===== config.mk =====
export PLATFORM = sky130hd
export DESIGN_NAME = instr_fetch_flat
export DESIGN_NICKNAME = d
export VERILOG_FILES = /design/src/rtl/fetch_pkg.sv /design/src/rtl/instr_fetch_if.sv /design/src/rtl/fetch_fifo.sv /design/src/rtl/instr_fetch.sv /design/src/flat_wrapper.sv
export SDC_FILE = /design/constraint.sdc
export NUM_CORES = 1
export LEC_CHECK = 0
export CORE_ASPECT_RATIO = 0.6
export CORE_UTILIZATION = 54
export CTS_BUF_LIST = sky130_fd_sc_hd__clkbuf_4 sky130_fd_sc_hd__clkbuf_8 sky130_fd_sc_hd__clkbuf_16
export DETAILED_ROUTE_END_ITERATION = 12
export HOLD_SLACK_MARGIN = 0.08
export PLACE_DENSITY = 0.87
export RECOVER_POWER = 50
export SLEW_MARGIN = 10
export SYNTH_ARGS = -nofsm -noshare
export SYNTH_HDL_FRONTEND = slang
export SYNTH_HIERARCHICAL = 1
export SYNTH_SLANG_ARGS = --single-unit

===== constraint.sdc =====
create_clock -name clk -period 7.59 [get_ports clk]
set_input_delay 1.518 -clock clk [delete_from_list [all_inputs] [get_ports clk]]
set_output_delay 1.518 -clock clk [all_outputs]
set_load 0.02 [all_outputs]

===== src/rtl/fetch_pkg.sv =====
// ---------------------------------------------------------------------------
// fetch_pkg
//   Shared types and default sizes for the instruction-fetch block.
//   - ADDR_W / INSTR_W / DEPTH : default PC width, instruction width and
//     output-buffer depth.
//   - fetch_state_t : fetch controller states.
//   - fetch_entry_t : one buffered {pc, instr} pair handed to decode.
// ---------------------------------------------------------------------------
package fetch_pkg;

  localparam int ADDR_W  = 9;
  localparam int INSTR_W = 9;
  localparam int DEPTH   = 2;

  typedef enum logic [1:0] {
    BOOT = 2'd0,  // single idle cycle after reset release
    RUN  = 2'd1,  // normal issue
    HALT = 2'd2   // program done; only a flush restarts fetch
  } fetch_state_t;

  typedef struct packed {
    logic [ADDR_W-1:0]  pc;
    logic [INSTR_W-1:0] instr;
  } fetch_entry_t;

endpackage


===== src/rtl/instr_fetch_if.sv =====
// ---------------------------------------------------------------------------
// instr_fetch_if
//   Bundles every non-clock signal of the fetch unit: PC interface, control
//   (flush/halt), instruction-memory read port and the decode handshake.
//   master : the fetch unit itself (drives pc_hold, imem_*, dec_* outputs)
//   slave  : the surroundings (PC, instruction memory, decode)
// ---------------------------------------------------------------------------
interface instr_fetch_if #(
  parameter int ADDR_W  = fetch_pkg::ADDR_W,
  parameter int INSTR_W = fetch_pkg::INSTR_W
) ();

  logic [ADDR_W-1:0]  pc_addr;     // current PC value
  logic               pc_hold;     // 1 = PC must not advance this cycle
  logic               flush;       // taken jump; PC loads target this edge
  logic               halt;        // stop issuing new fetches
  logic               imem_req;    // read strobe
  logic [ADDR_W-1:0]  imem_addr;   // read address
  logic [INSTR_W-1:0] imem_rdata;  // read data, one cycle after imem_req
  logic               dec_valid;   // buffer head valid
  logic               dec_ready;   // decode accepts head
  logic [INSTR_W-1:0] dec_instr;   // head instruction
  logic [ADDR_W-1:0]  dec_pc;      // address the head was fetched from

  modport master (
    input  pc_addr, flush, halt, imem_rdata, dec_ready,
    output pc_hold, imem_req, imem_addr, dec_valid, dec_instr, dec_pc
  );

  modport slave (
    output pc_addr, flush, halt, imem_rdata, dec_ready,
    input  pc_hold, imem_req, imem_addr, dec_valid, dec_instr, dec_pc
  );

endinterface


===== src/rtl/fetch_fifo.sv =====
// ---------------------------------------------------------------------------
// fetch_fifo
//   DEPTH-entry FIFO of {pc, instr} pairs between the memory response and
//   decode. Push and pop in the same cycle are both honoured; clear wins
//   over both. Pointers wrap naturally because DEPTH is a power of two.
//   Ports:
//     clk, reset_n : clock, asynchronous active-low reset
//     i_push       : write i_entry at the tail
//     i_pop        : drop the head
//     i_clear      : empty the buffer at the next edge
//     i_entry      : entry to push
//     o_count      : number of valid entries (0..DEPTH)
//     o_head       : entry at the head (meaningful when o_count != 0)
// ---------------------------------------------------------------------------
module fetch_fifo
  import fetch_pkg::*;
#(
  parameter int  DEPTH   = fetch_pkg::DEPTH,
  parameter type entry_t = fetch_entry_t,
  localparam int PTR_W   = $clog2(DEPTH),
  localparam int CNT_W   = $clog2(DEPTH + 1)
) (
  input  logic             clk,
  input  logic             reset_n,
  input  logic             i_push,
  input  logic             i_pop,
  input  logic             i_clear,
  input  entry_t           i_entry,
  output logic [CNT_W-1:0] o_count,
  output entry_t           o_head
);

  entry_t             r_mem [DEPTH];
  logic [PTR_W-1:0]   r_wr_ptr;
  logic [PTR_W-1:0]   r_rd_ptr;
  logic [CNT_W-1:0]   r_count;

  // NOTE: sequential state uses non-blocking assignments so every register
  // samples pre-edge values regardless of statement order.
  always_ff @(posedge clk or negedge reset_n) begin
    if (!reset_n) begin
      // NOTE: storage is reset too, so the head outputs read zero out of
      // reset instead of X; keep this only while the buffer stays tiny.
      for (int i = 0; i < DEPTH; i++) r_mem[i] <= '0;
      r_wr_ptr <= '0;
      r_rd_ptr <= '0;
      r_count  <= '0;
    end else if (i_clear) begin
      r_wr_ptr <= '0;
      r_rd_ptr <= '0;
      r_count  <= '0;
    end else begin
      if (i_push) begin
        r_mem[r_wr_ptr] <= i_entry;
        r_wr_ptr        <= r_wr_ptr + PTR_W'(1);
      end
      if (i_pop) r_rd_ptr <= r_rd_ptr + PTR_W'(1);
      r_count <= r_count + CNT_W'(i_push) - CNT_W'(i_pop);
    end
  end

  assign o_count = r_count;
  assign o_head  = r_mem[r_rd_ptr];

  // The issue logic reserves a slot before every fetch, so these never fire.
  a_no_overflow : assert property (@(posedge clk) disable iff (!reset_n)
    !(i_push && !i_pop && !i_clear && (r_count == CNT_W'(DEPTH))));
  a_no_underflow : assert property (@(posedge clk) disable iff (!reset_n)
    !(i_pop && !i_clear && (r_count == '0)));

endmodule


===== src/rtl/instr_fetch.sv =====
// ---------------------------------------------------------------------------
// instr_fetch
//   Consumer side of the PC interface. Issues reads to a 1-cycle-latency
//   instruction memory, buffers returned {pc, instr} pairs and presents them
//   to decode over valid/ready. pc_hold stops the PC whenever a fetch cannot
//   be issued, so the address stream never outruns buffer space. A flush
//   (taken jump) discards buffered and in-flight fetches.
//   Ports:
//     clk, reset_n : clock, asynchronous active-low reset
//     bus          : instr_fetch_if.master (PC, flush/halt, imem, decode)
// ---------------------------------------------------------------------------
module instr_fetch
  import fetch_pkg::*;
#(
  parameter int ADDR_W  = fetch_pkg::ADDR_W,
  parameter int INSTR_W = fetch_pkg::INSTR_W,
  parameter int DEPTH   = fetch_pkg::DEPTH
) (
  input logic           clk,
  input logic           reset_n,
  instr_fetch_if.master bus
);

  localparam int CNT_W = $clog2(DEPTH + 1);
  localparam int OCC_W = CNT_W + 1;

  typedef struct packed {
    logic [ADDR_W-1:0]  pc;
    logic [INSTR_W-1:0] instr;
  } entry_t;

  fetch_state_t       r_state;
  fetch_state_t       w_state_nxt;
  logic               r_inflight;   // a read was issued last cycle
  logic [ADDR_W-1:0]  r_pc_q;       // address of that read
  logic               w_issue;
  logic               w_pop;
  logic               w_push;
  logic [CNT_W-1:0]   w_count;
  logic [OCC_W-1:0]   w_occ;
  entry_t             w_push_entry;
  entry_t             w_head;

  assign w_pop = bus.dec_valid & bus.dec_ready;

  // Slots that will be occupied after this edge if nothing new is issued:
  // buffered + the response landing now - the entry decode takes now.
  assign w_occ = OCC_W'(w_count) + OCC_W'(r_inflight) - OCC_W'(w_pop);

  assign w_issue = (r_state == RUN) && !bus.halt && !bus.flush &&
                   (w_occ < OCC_W'(DEPTH));

  // A flush in the cycle the response arrives cancels it: the FIFO is being
  // cleared on the same edge and the push is suppressed.
  assign w_push       = r_inflight & ~bus.flush;
  assign w_push_entry = '{pc: r_pc_q, instr: bus.imem_rdata};

  // Flush beats halt: a jump always restarts fetch at the target.
  always_comb begin
    // NOTE: default assigned first so no branch leaves the signal
    // unassigned, which would otherwise infer a latch.
    w_state_nxt = r_state;
    unique case (r_state)
      BOOT:    w_state_nxt = RUN;
      RUN:     if (!bus.flush && bus.halt) w_state_nxt = HALT;
      HALT:    if (bus.flush) w_state_nxt = RUN;
      default: w_state_nxt = BOOT;
    endcase
  end

  always_ff @(posedge clk or negedge reset_n) begin
    if (!reset_n) begin
      r_state    <= BOOT;
      r_inflight <= 1'b0;
      r_pc_q     <= '0;
    end else begin
      r_state    <= w_state_nxt;
      r_inflight <= w_issue;
      if (w_issue) r_pc_q <= bus.pc_addr;
    end
  end

  fetch_fifo #(
    .DEPTH   (DEPTH),
    .entry_t (entry_t)
  ) u_fifo (
    .clk     (clk),
    .reset_n (reset_n),
    .i_push  (w_push),
    .i_pop   (w_pop),
    .i_clear (bus.flush),
    .i_entry (w_push_entry),
    .o_count (w_count),
    .o_head  (w_head)
  );

  assign bus.imem_req  = w_issue;
  assign bus.pc_hold   = ~w_issue;
  assign bus.imem_addr = bus.pc_addr;
  assign bus.dec_valid = (w_count != '0);
  assign bus.dec_instr = w_head.instr;
  assign bus.dec_pc    = w_head.pc;

endmodule


===== src/flat_wrapper.sv =====
// flat-port wrapper written by rule: the top's interface ports become plain ports
module instr_fetch_flat import fetch_pkg::*;
#(
  parameter int ADDR_W  = fetch_pkg::ADDR_W,
  parameter int INSTR_W = fetch_pkg::INSTR_W,
  parameter int DEPTH   = fetch_pkg::DEPTH
)
  (clk, reset_n, bus_pc_addr, bus_flush, bus_halt, bus_imem_rdata, bus_dec_ready, bus_pc_hold, bus_imem_req, bus_imem_addr, bus_dec_valid, bus_dec_instr, bus_dec_pc);
  instr_fetch_if #(.ADDR_W(ADDR_W), .INSTR_W(INSTR_W)) bus_i ();
  input logic clk;
  input logic reset_n;
  input wire logic [$bits(bus_i.pc_addr)-1:0] bus_pc_addr;
  input wire logic [$bits(bus_i.flush)-1:0] bus_flush;
  input wire logic [$bits(bus_i.halt)-1:0] bus_halt;
  input wire logic [$bits(bus_i.imem_rdata)-1:0] bus_imem_rdata;
  input wire logic [$bits(bus_i.dec_ready)-1:0] bus_dec_ready;
  output wire logic [$bits(bus_i.pc_hold)-1:0] bus_pc_hold;
  output wire logic [$bits(bus_i.imem_req)-1:0] bus_imem_req;
  output wire logic [$bits(bus_i.imem_addr)-1:0] bus_imem_addr;
  output wire logic [$bits(bus_i.dec_valid)-1:0] bus_dec_valid;
  output wire logic [$bits(bus_i.dec_instr)-1:0] bus_dec_instr;
  output wire logic [$bits(bus_i.dec_pc)-1:0] bus_dec_pc;
  assign bus_i.pc_addr = bus_pc_addr;
  assign bus_i.flush = bus_flush;
  assign bus_i.halt = bus_halt;
  assign bus_i.imem_rdata = bus_imem_rdata;
  assign bus_i.dec_ready = bus_dec_ready;
  assign bus_pc_hold = bus_i.pc_hold;
  assign bus_imem_req = bus_i.imem_req;
  assign bus_imem_addr = bus_i.imem_addr;
  assign bus_dec_valid = bus_i.dec_valid;
  assign bus_dec_instr = bus_i.dec_instr;
  assign bus_dec_pc = bus_i.dec_pc;
  instr_fetch #(.ADDR_W(ADDR_W), .INSTR_W(INSTR_W), .DEPTH(DEPTH)) u_core (.clk(clk), .reset_n(reset_n), .bus(bus_i));
endmodule

==> results of run 1 <==
worst reg2reg max path, cell delays in order, from the launching register on:
cell	delay (ns)
dfrtp_1	0.46
or2_2	0.33
and2_1	0.20
ha_1	0.29
nand2b_1	0.17
fa_1	0.41
xnor2_1	0.23
nand4_2	0.46
mux2_1	0.48
worst max path at each step:
stage	start	to	depth (start not counted)
2_1_floorplan	bus_dec_ready	bus_imem_req	8
3_3_place_gp	bus_dec_ready	bus_imem_req	9
3_5_place_dp	bus_dec_ready	bus_imem_req	9
4_1_cts	bus_dec_ready	bus_imem_req	9
5_1_grt	bus_dec_ready	bus_imem_req	9
6_report	bus_dec_ready	bus_imem_req	9
cell type report:
class / instances / area share, %
clock buffer: 5 / 2.30
inverter: 4 / 0.503
multi-input combinational: 89 / 33.7
sequential: 52 / 43.6
tap: 60 / 2.51
timing repair buffer: 53 / 17.4
logic make-up (layout without fill, tap and decap cells):
logic type	Yosys count	after routing	synth area share, %
compound gates	1	1	0.304
xor+xnor	4	4	1.98
fa+ha+maj	4	4	2.33
buf+inv	19	62	5.93
flops	52	52	52.7
mux	64	64	31.9
simple gates	16	16	4.81
placed cells by master (no fill, tap or decap), types with 2 or more instances in the layout:
cell and count:
mux2_2 45, inv_1 4, clkdlybuf4s50_1 49, nor2_1 5, nor2b_1 3, ha_1 3, xnor2_1 3, dlygate4sd3_1 2
clkbuf_8 5, mux2_4 18, dfrtp_1 52, nand2b_1 2
power groups by stage:
stage | clock network, mW | logic [mW] | registers [mW]
4_1_cts | 0.145 | 0.528 | 0.454
3_3_place_gp | 0 | 0.503 | 0.445
5_1_grt | 0.154 | 0.555 | 0.466
2_1_floorplan | 0 | 0.364 | 0.419
3_5_place_dp | 0 | 0.523 | 0.458
6_report | 0.139 | 0.517 | 0.452
cells in the mapped netlist:
master	instances
a22oi_1	1
and2_1	1
buf_12	1
buf_2	2
buf_4	9
buf_6	3
dfrtp_1	52
fa_1	1
ha_1	3
inv_1	4
mux2_1	1
mux2_2	45
mux2_4	18
nand2_1	1
nand2b_1	2
nand3b_4	1
nand4_2	1
nor2_1	5
nor2b_1	2
nor2b_4	1
nor3b_2	1
or2_2	1
xnor2_1	3
xnor3_1	1
flip-flops by register name, summed over array words and instances (netlist names):
register	cells
u_core/r_inflight	1
u_core/u_fifo/r_mem	36
u_core/u_fifo/o_count	2
u_core/r_state	2
u_core/u_fifo/r_rd_ptr	1
u_core/r_pc_q	9
u_core/u_fifo/r_wr_ptr	1
metal layers:
metal / GRT usage [%] / up-vias / part of all wire [%]
met5: 0 / - / 0
met4: 7.14 / 0 / 0.70
met3: 4.98 / 6 / 4.4
met2: 37.4 / 33 / 50
met1: 26.0 / 704 / 45
li1: - / 634 / -
metrics by stage:
stage | util, % | setup slack, ns | std cells
after floorplan | - | 2.96 | 160
after global placement | 69.5 | 1.78 | 258
after detailed placement | 69.5 | 1.59 | 258
after CTS | 71.1 | 1.59 | 263
after global routing | 70.5 | 1.43 | 263
final | 70.5 | 1.59 | 263
==> impl_metrics.py, run 1 <==
metrics = {
    "cells_and_area": {
        "seq_area_um2": 1300,
        "finalInstanceArea_um2": 2990,
        "multi_input_area_um2": 1010,
        "drive_above_1_share_pct": 35.5,
        "area_delta_synth_final_pct": 21.0,
        "fin_nets": 232,
        "antenna_cells": 0,
        "fillers": 291,
    },
    "timing": {
        "tightest_slew_ns": 2.71,
        "fmax_mhz": 167,
        "min_period_ns": 6.00,
        "rsz0062_at_grt": "no",
        "tns_ns": 0,
        "finalHoldViolations": 0,
        "maxSlewViolCount": 53,
        "holdWs_ns": 0.493,
        "setup_viol": 0,
        "relSlewSlack_pct": -81.0,
        "finalCritPeriodShare_pct": 79.0,
        "fin_worst_skew_ns": 0.00486,
    },
    "global_route": {
        "grt_pass1_vias": 1464,
        "grt_pass1_wl_um": 7220,
        "grt_max_degree": 53,
        "grt-ovfl-total": 0,
        "grtUsageTotal_pct": 21.1,
        "grt_antenna_before_repair": 0,
    },
    "cts": {
        "root_buffer": "clkbuf_8",
        "clk_path_buf_depth": 2,
        "insertion_delay_ns": 0.30,
        "cts.clk_slew.worst_paths_ns": 0.08,
        "post_cts_resized": 0,
        "numCtsBuffers": 5,
        "cts_tree": "done",
        "postCtsSetupBuffers": 0,
        "cts_max_level": 2,
        "clkSinkCount": 52,
        "cts_hold_buffers": 0,
    },
    "logic_synthesis": {
        "synth.area.top_cells": "dfrtp_1, mux2_2, mux2_4, buf_4, ha_1",
        "synth_top_area_share_pct": 52.7,
        "synth.largest_area_cell": "dfrtp_1",
        "ys_seq_area_share_pct": 52.7,
        "syn_inst": 160,
        "netlist-cell-type-count": 24,
        "synth_area_um2": 2470,
        "ys_ff_latch": 52,
        "synth_warnings": 6,
        "avgSynthCellArea_um2": 15.4,
        "syn_nets": 187,
    },
    "place": {
        "postPlaceCellArea_um2": 2940,
        "hpwl_um": 3170,
        "gp_congestion": 0.725,
        "portBuffers": 52,
    },
    "pwr": {
        "total_power_mw": 1.11,
        "power_density_nw_per_um2": 371,
        "swShare_pct": 32.6,
        "p_comb_share_pct": 46.7,
        "switchingPower_mw": 0.361,
        "leakagePower_nw": 1.39,
        "power.share.clock_pct": 12.5,
        "internal-power_mw": 0.746,
        "seqPwrFrac_pct": 40.8,
        "irDropWorstVdd_v": 0.000173,
    },
    "critical_path": {
        "start_kind": "primary input",
        "required_ns": 6.07,
        "reg2regPathDepth": 8,
        "crit_type": "primary input to primary output",
        "cpPeakStageDelay_ns": 0.64,
        "crit_top_cell": "clkdlybuf4s50_1",
        "cp_top_family": "buffers and inverters",
        "timing.rr.start": "u_core/u_fifo/o_count[1]$_DFF_PN0_",
        "critPathSlowestCell": "clkdlybuf4s50_1",
        "crit_fanout": 11,
        "end_kind": "primary output",
        "path_buf_inv": 3,
        "worstPathArrival_ns": 4.48,
        "r2r_slack_ns": 4.45,
        "worst_r2r_endpoint": "u_core/r_pc_q[6]$_DFFE_PN0P_",
        "worstPathCellList": "clkdlybuf4s50_1, and2_1, ha_1, nand2b_1, fa_1, xnor2_1, nand4_2, inv_1, clkdlybuf4s50_1",
    },
    "hold_path": {
        "hold-path-endpoint": "u_core/r_state[0]$_DFFE_PN0P_",
        "min_from": "u_core/r_state[1]$_DFFE_PN0P_",
        "hold-path-cell-count": 1,
        "worst_hold_path_type": "flop to flop",
    },
    "drt": {
        "vias": 1377,
        "drt-pass1-iter-count": 3,
        "drt.antenna.violating_nets": 0,
        "viasPerCell": 5.24,
        "routed_wl_um": 4560,
        "drc_errors": 0,
        "wl_per_cell_um": 17.3,
        "first_iter_violations": 44,
    },
    "floorplanning": {
        "fp-row-count": 18,
        "core_um2": 4230,
        "die_h_um": 54.4,
        "start_util_pct": 58.3,
        "pin_count": 53,
        "die_w_um": 89.3,
        "dieArea_um2": 4850,
    },
    "run": {
        "cap_viol_max_count": 1,
    },
    "status": {
        "status": "finished with violations",
        "violations": "capacitance limit, slew limit",
    },
}
No activity file was read; power rests on OpenSTA's default activity.
==> inputs of run 2 (changes only) <==
- CORE_UTILIZATION: 54 -> 45
- PLACE_DENSITY: 0.87 -> 0.78
- clock period: 7.59 -> 5.1 ns (I/O delays scaled with it)
==> impl_metrics.py, run 2 (synthesis results as in run 1) <==
metrics = {
    "floorplanning": {
        "fp-row-count": 20,
        "start_util_pct": 47.7,
        "die_w_um": 97.6,
        "dieArea_um2": 5800,
        "core_um2": 5180,
        "die_h_um": 59.4,
        "pin_count": 53,
    },
    "run": {
        "cap_viol_max_count": 1,
    },
    "global_route": {
        "grtUsageTotal_pct": 15.4,
        "grt_pass1_vias": 1331,
        "grt_max_degree": 53,
        "grt-ovfl-total": 0,
        "grt_antenna_before_repair": 0,
        "grt_pass1_wl_um": 6790,
    },
    "cells_and_area": {
        "reg.largest.list": "u_core/u_fifo/r_mem (36), u_core/r_pc_q (9)",
        "drive_above_1_share_pct": 37.5,
        "seq_area_um2": 1300,
        "final_common_cell": "dfrtp_1",
        "finalInstanceArea_um2": 3040,
        "antenna_cells": 0,
        "fin_nets": 234,
        "regMostFlops": "u_core/u_fifo/r_mem",
        "fin_util_pct": 58.6,
        "largest_reg_flops": 36,
        "area_delta_synth_final_pct": 23.0,
        "multi_input_area_um2": 1010,
        "fillers": 430,
        "layout_common_cells": "dfrtp_1, clkdlybuf4s50_1, mux2_2",
    },
    "pwr": {
        "irDropWorstVdd_v": 0.000265,
        "leakagePower_nw": 1.42,
        "power_density_nw_per_um2": 545,
        "total_power_mw": 1.65,
    },
    "critical_path": {
        "critPathLaunch": "bus_dec_ready",
        "r2r_slack_ns": 2.17,
        "required_ns": 4.08,
        "reg2regPathDepth": 9,
        "worst_r2r_endpoint": "u_core/r_pc_q[6]$_DFFE_PN0P_",
        "start_kind": "primary input",
        "crit_fanout": 6,
        "worstPathArrival_ns": 3.65,
        "timing.rr.start": "u_core/u_fifo/o_count[1]$_DFF_PN0_",
        "crit_type": "primary input to primary output",
        "end_kind": "primary output",
        "cp-endpoint": "bus_imem_req",
    },
    "place": {
        "hpwl_um": 2800,
        "portBuffers": 52,
        "gp_congestion": 0.699,
        "postPlaceCellArea_um2": 2960,
    },
    "drt": {
        "drt-pass1-iter-count": 8,
        "wl_per_cell_um": 14.9,
        "drt.antenna.violating_nets": 0,
        "drc_errors": 10,
        "routed_wl_um": 4080,
        "viasPerCell": 4.86,
        "first_iter_violations": 42,
        "vias": 1333,
    },
    "timing": {
        "maxSlewViolCount": 53,
        "relSlewSlack_pct": -79.5,
        "rsz0062_at_grt": "no",
        "tightest_slew_ns": 2.69,
        "fin_worst_skew_ns": 0.00896,
        "finalCritPeriodShare_pct": 91.6,
        "min_period_ns": 4.67,
        "fmax_mhz": 214,
        "finalHoldViolations": 0,
        "setup_viol": 0,
        "tns_ns": 0,
    },
    "cts": {
        "postCtsSetupBuffers": 0,
        "post_cts_resized": 0,
        "insertion_delay_ns": 0.30,
        "clk_path_buf_depth": 2,
        "numCtsBuffers": 5,
        "clkSinkCount": 52,
        "root_buffer": "clkbuf_8",
        "cts.clk_slew.worst_paths_ns": 0.09,
        "cts_max_level": 2,
        "cts_tree": "done",
        "cts_hold_buffers": 0,
    },
    "hold_path": {
        "hold-path-cell-count": 1,
        "worst_hold_path_type": "flop to flop",
    },
    "status": {
        "status": "finished with violations",
        "violations": "DRC, capacitance limit, slew limit",
    },
}
==> run 2: cell types whose count changed in the layout (fill, tap and decap cells not counted) <==
cell	delta
clkinv_4	+1
nor2b_4	+1
buf_4	+2
nor2b_1	-1
clkinv_2	+2
==> run 2: stage by stage <==
| stage | instances | hold WS, ns | setup slack (ns) |
|---|---|---|---|
| floorplan | 160 | 0.459 | 1.47 |
| global placement | 266 | 0.474 | 0.443 |
| detailed placement | 266 | 0.479 | 0.394 |
| CTS | 274 | 0.483 | 0.388 |
| global route | 274 | 0.499 | 0.279 |
| finish | 274 | 0.479 | 0.428 |
==> run 2: report_power, final <==
part | switching [mW] | total [mW] | internal [mW] | leakage, nW
sequential | 0.112 | 0.669 | 0.556 | 0.675
clock | 0.128 | 0.224 | 0.0958 | 0.0479
combinational | 0.296 | 0.762 | 0.466 | 0.693
==> run 2: cell type report <==
class / instances / share of cell area [%]
Clock inverter: 3 / 0.618
Timing Repair Buffer: 55 / 17.6
Inverter: 4 / 0.495
Tap cell: 66 / 2.72
Clock buffer: 5 / 2.27
Sequential cell: 52 / 42.9
Multi-Input combinational cell: 89 / 33.4
==> run 2: worst max-delay path: stages <==
cell and delay (ns):
clkdlybuf4s50_1 0.44, and2_1 0.18, ha_1 0.24, nand2b_1 0.15, fa_1 0.37, xnor2_1 0.19, nand4_2 0.29, inv_1 0.15
clkdlybuf4s50_1 0.61
==> run 2: how the worst min path moves through the flow <==
stage	startpoint	end	slack [ns]
final	u_core/r_state[1]$_DFFE_PN0P_	u_core/r_state[0]$_DFFE_PN0P_	0.48
after global routing	u_core/r_state[1]$_DFFE_PN0P_	u_core/r_state[0]$_DFFE_PN0P_	0.50
after CTS	u_core/r_state[1]$_DFFE_PN0P_	u_core/r_state[0]$_DFFE_PN0P_	0.48
after detailed placement	u_core/r_state[1]$_DFFE_PN0P_	u_core/r_state[0]$_DFFE_PN0P_	0.48
after global placement	u_core/r_state[1]$_DFFE_PN0P_	u_core/r_state[0]$_DFFE_PN0P_	0.47
after floorplan	u_core/r_state[1]$_DFFE_PN0P_	u_core/r_state[0]$_DFFE_PN0P_	0.46
==> run 2: routing by layer <==
metal / track usage [%] / share of wire [%] / vias to the layer above
met3: 4.48 / 7.1 / 5
met4: 3.25 / 0.56 / 0
met5: 0 / 0 / -
li1: - / - / 636
met1: 23.7 / 54 / 649
met2: 21.5 / 39 / 43
==> inputs of run 3 (changes only) <==
- CORE_MARGIN: default -> 3
==> impl_metrics.py, run 3 (synthesis results as in run 1) <==
metrics = {
    "drt": {
        "drt-pass1-iter-count": 4,
        "viasPerCell": 4.87,
        "drt.antenna.violating_nets": 0,
        "first_iter_violations": 35,
        "drc_errors": 0,
        "routed_wl_um": 4570,
        "vias": 1334,
        "wl_per_cell_um": 16.7,
    },
    "cts": {
        "postCtsSetupBuffers": 0,
        "cts.clk_slew.worst_paths_ns": 0.08,
        "root_buffer": "clkbuf_8",
        "cts_max_level": 2,
        "cts_tree": "done",
        "insertion_delay_ns": 0.30,
        "post_cts_resized": 0,
        "clkSinkCount": 52,
        "clk_path_buf_depth": 2,
        "numCtsBuffers": 5,
        "cts_hold_buffers": 0,
    },
    "floorplanning": {
        "start_util_pct": 47.7,
        "dieArea_um2": 6440,
        "core_um2": 5180,
        "fp-row-count": 20,
        "die_h_um": 63.4,
        "pin_count": 53,
        "die_w_um": 102,
    },
    "critical_path": {
        "cp_top_family": "buffers and inverters",
        "required_ns": 4.08,
        "critPathLaunch": "bus_dec_ready",
        "cpPeakStageDelay_ns": 0.61,
        "worstPathArrival_ns": 3.52,
        "crit_top_cell": "clkdlybuf4s50_1",
        "crit_type": "primary input to primary output",
        "worstPathCellList": "clkdlybuf4s50_1, and2_0, ha_1, nand2b_1, fa_1, xnor2_1, nand4_2, inv_1, clkdlybuf4s50_1",
        "crit_fanout": 3,
        "critPathSlowestCell": "clkdlybuf4s50_1",
        "start_kind": "primary input",
        "end_kind": "primary output",
        "timing.rr.start": "u_core/u_fifo/o_count[1]$_DFF_PN0_",
        "path_buf_inv": 3,
    },
    "global_route": {
        "grt-ovfl-total": 0,
        "grtUsageMet3_pct": 5.42,
        "grt_antenna_before_repair": 0,
        "top_usage_layer": "met1",
        "grt_pass1_wl_um": 7620,
        "grt_max_degree": 53,
        "grtUsageTotal_pct": 15.5,
        "globalRouteMet2Util_pct": 22.5,
        "use_met1_pct": 23.0,
        "grt_pass1_vias": 1488,
    },
    "cells_and_area": {
        "final_common_cell": "dfrtp_1",
        "fin_util_pct": 58.6,
        "fillers": 433,
        "area_delta_synth_final_pct": 23.1,
        "drive_above_1_share_pct": 37.0,
        "regMostFlops": "u_core/u_fifo/r_mem",
        "reg.largest.list": "u_core/u_fifo/r_mem (36), u_core/r_pc_q (9)",
        "layout_common_cells": "dfrtp_1, clkdlybuf4s50_1, mux2_2",
        "finalInstanceArea_um2": 3040,
        "stdcell_count": 274,
        "fin_nets": 234,
        "largest_reg_flops": 36,
        "antenna_cells": 0,
    },
    "hold_path": {
        "min_from": "u_core/u_fifo/r_mem[12]$_DFFE_PN0P_",
        "worst_hold_path_type": "flop to flop",
    },
    "timing": {
        "fin_worst_skew_ns": 0.00900,
        "tightest_slew_ns": 2.68,
        "finalCritPeriodShare_pct": 89.1,
        "min_period_ns": 4.54,
        "maxSlewViolCount": 53,
        "rsz0062_at_grt": "no",
        "finalHoldViolations": 0,
        "relSlewSlack_pct": -78.5,
        "setup_viol": 0,
        "fmax_mhz": 220,
        "tns_ns": 0,
    },
    "place": {
        "post-place-cells": 266,
        "gp_congestion": 0.675,
        "hpwl_um": 3190,
        "postPlaceCellArea_um2": 2960,
        "portBuffers": 52,
    },
    "status": {
        "status": "finished with violations",
        "violations": "capacitance limit, slew limit",
    },
    "pwr": {
        "total_power_mw": 1.68,
        "power_density_nw_per_um2": 554,
        "leakagePower_nw": 1.41,
        "irDropWorstVdd_v": 0.000267,
    },
    "run": {
        "cap_viol_max_count": 1,
    },
}
[run 3: report_power, final]
part / internal (mW) / switching, mW / total (mW) / leakage, nW
Sequential: 0.556 / 0.116 / 0.672 / 0.675
Combinational: 0.465 / 0.302 / 0.768 / 0.685
Clock: 0.116 / 0.127 / 0.242 / 0.0479
Total: 1.14 / 0.545 / 1.68 / 1.41
[run 3: final timing paths]
check / cells after the start / slack, ns / to
worst max-delay path: 9 / 0.56 / bus_imem_req
worst min-delay path: 1 / 0.50 / u_core/u_fifo/r_mem[12]$_DFFE_PN0P_
worst max register to register: 9 / 2.26 / u_core/r_pc_q[6]$_DFFE_PN0P_
worst min register to register: 1 / 0.50 / u_core/u_fifo/r_mem[12]$_DFFE_PN0P_
max in group asynchronous: 2 / 1.93 / u_core/r_pc_q[5]$_DFFE_PN0P_
min in group asynchronous: 2 / 1.65 / u_core/u_fifo/r_rd_ptr$_DFFE_PN0P_
[run 3: worst register-to-register path, stage by stage, from the launching register on]
cell and delay, ns:
dfrtp_1 0.45, or2_2 0.32, and2_0 0.22, ha_1 0.30
nand2b_1 0.15, fa_1 0.37, xnor2_1 0.19, nand4_2 0.16
buf_4 0.24, mux2_1 0.32
[run 3: stage by stage]
stage	hold WS (ns)	setup WS, ns
6_report	0.504	0.557
3_5_place_dp	0.487	0.611
5_1_grt	0.516	0.418
3_3_place_gp	0.482	0.631
4_1_cts	0.506	0.600
2_1_floorplan	0.459	1.47
[run 3: layer usage]
metal / routed length (um) / vias to the layer above
met4: 0 / 0
met3: 255 / 0
met2: 2020 / 36
met5: 0 / -
met1: 2300 / 663
li1: - / 635
[run 3: layout make-up]
class | instances | area [um^2] | share of cell area [%]
multi-input cells | 89 | 1010 | 33.2
repair buffers | 55 | 534 | 17.6
well taps | 66 | 82.6 | 2.72
flip-flops and latches | 52 | 1300 | 42.8
clock buffers | 7 | 90.1 | 2.97
inverters | 4 | 15.0 | 0.494
clock inverters | 1 | 7.51 | 0.247
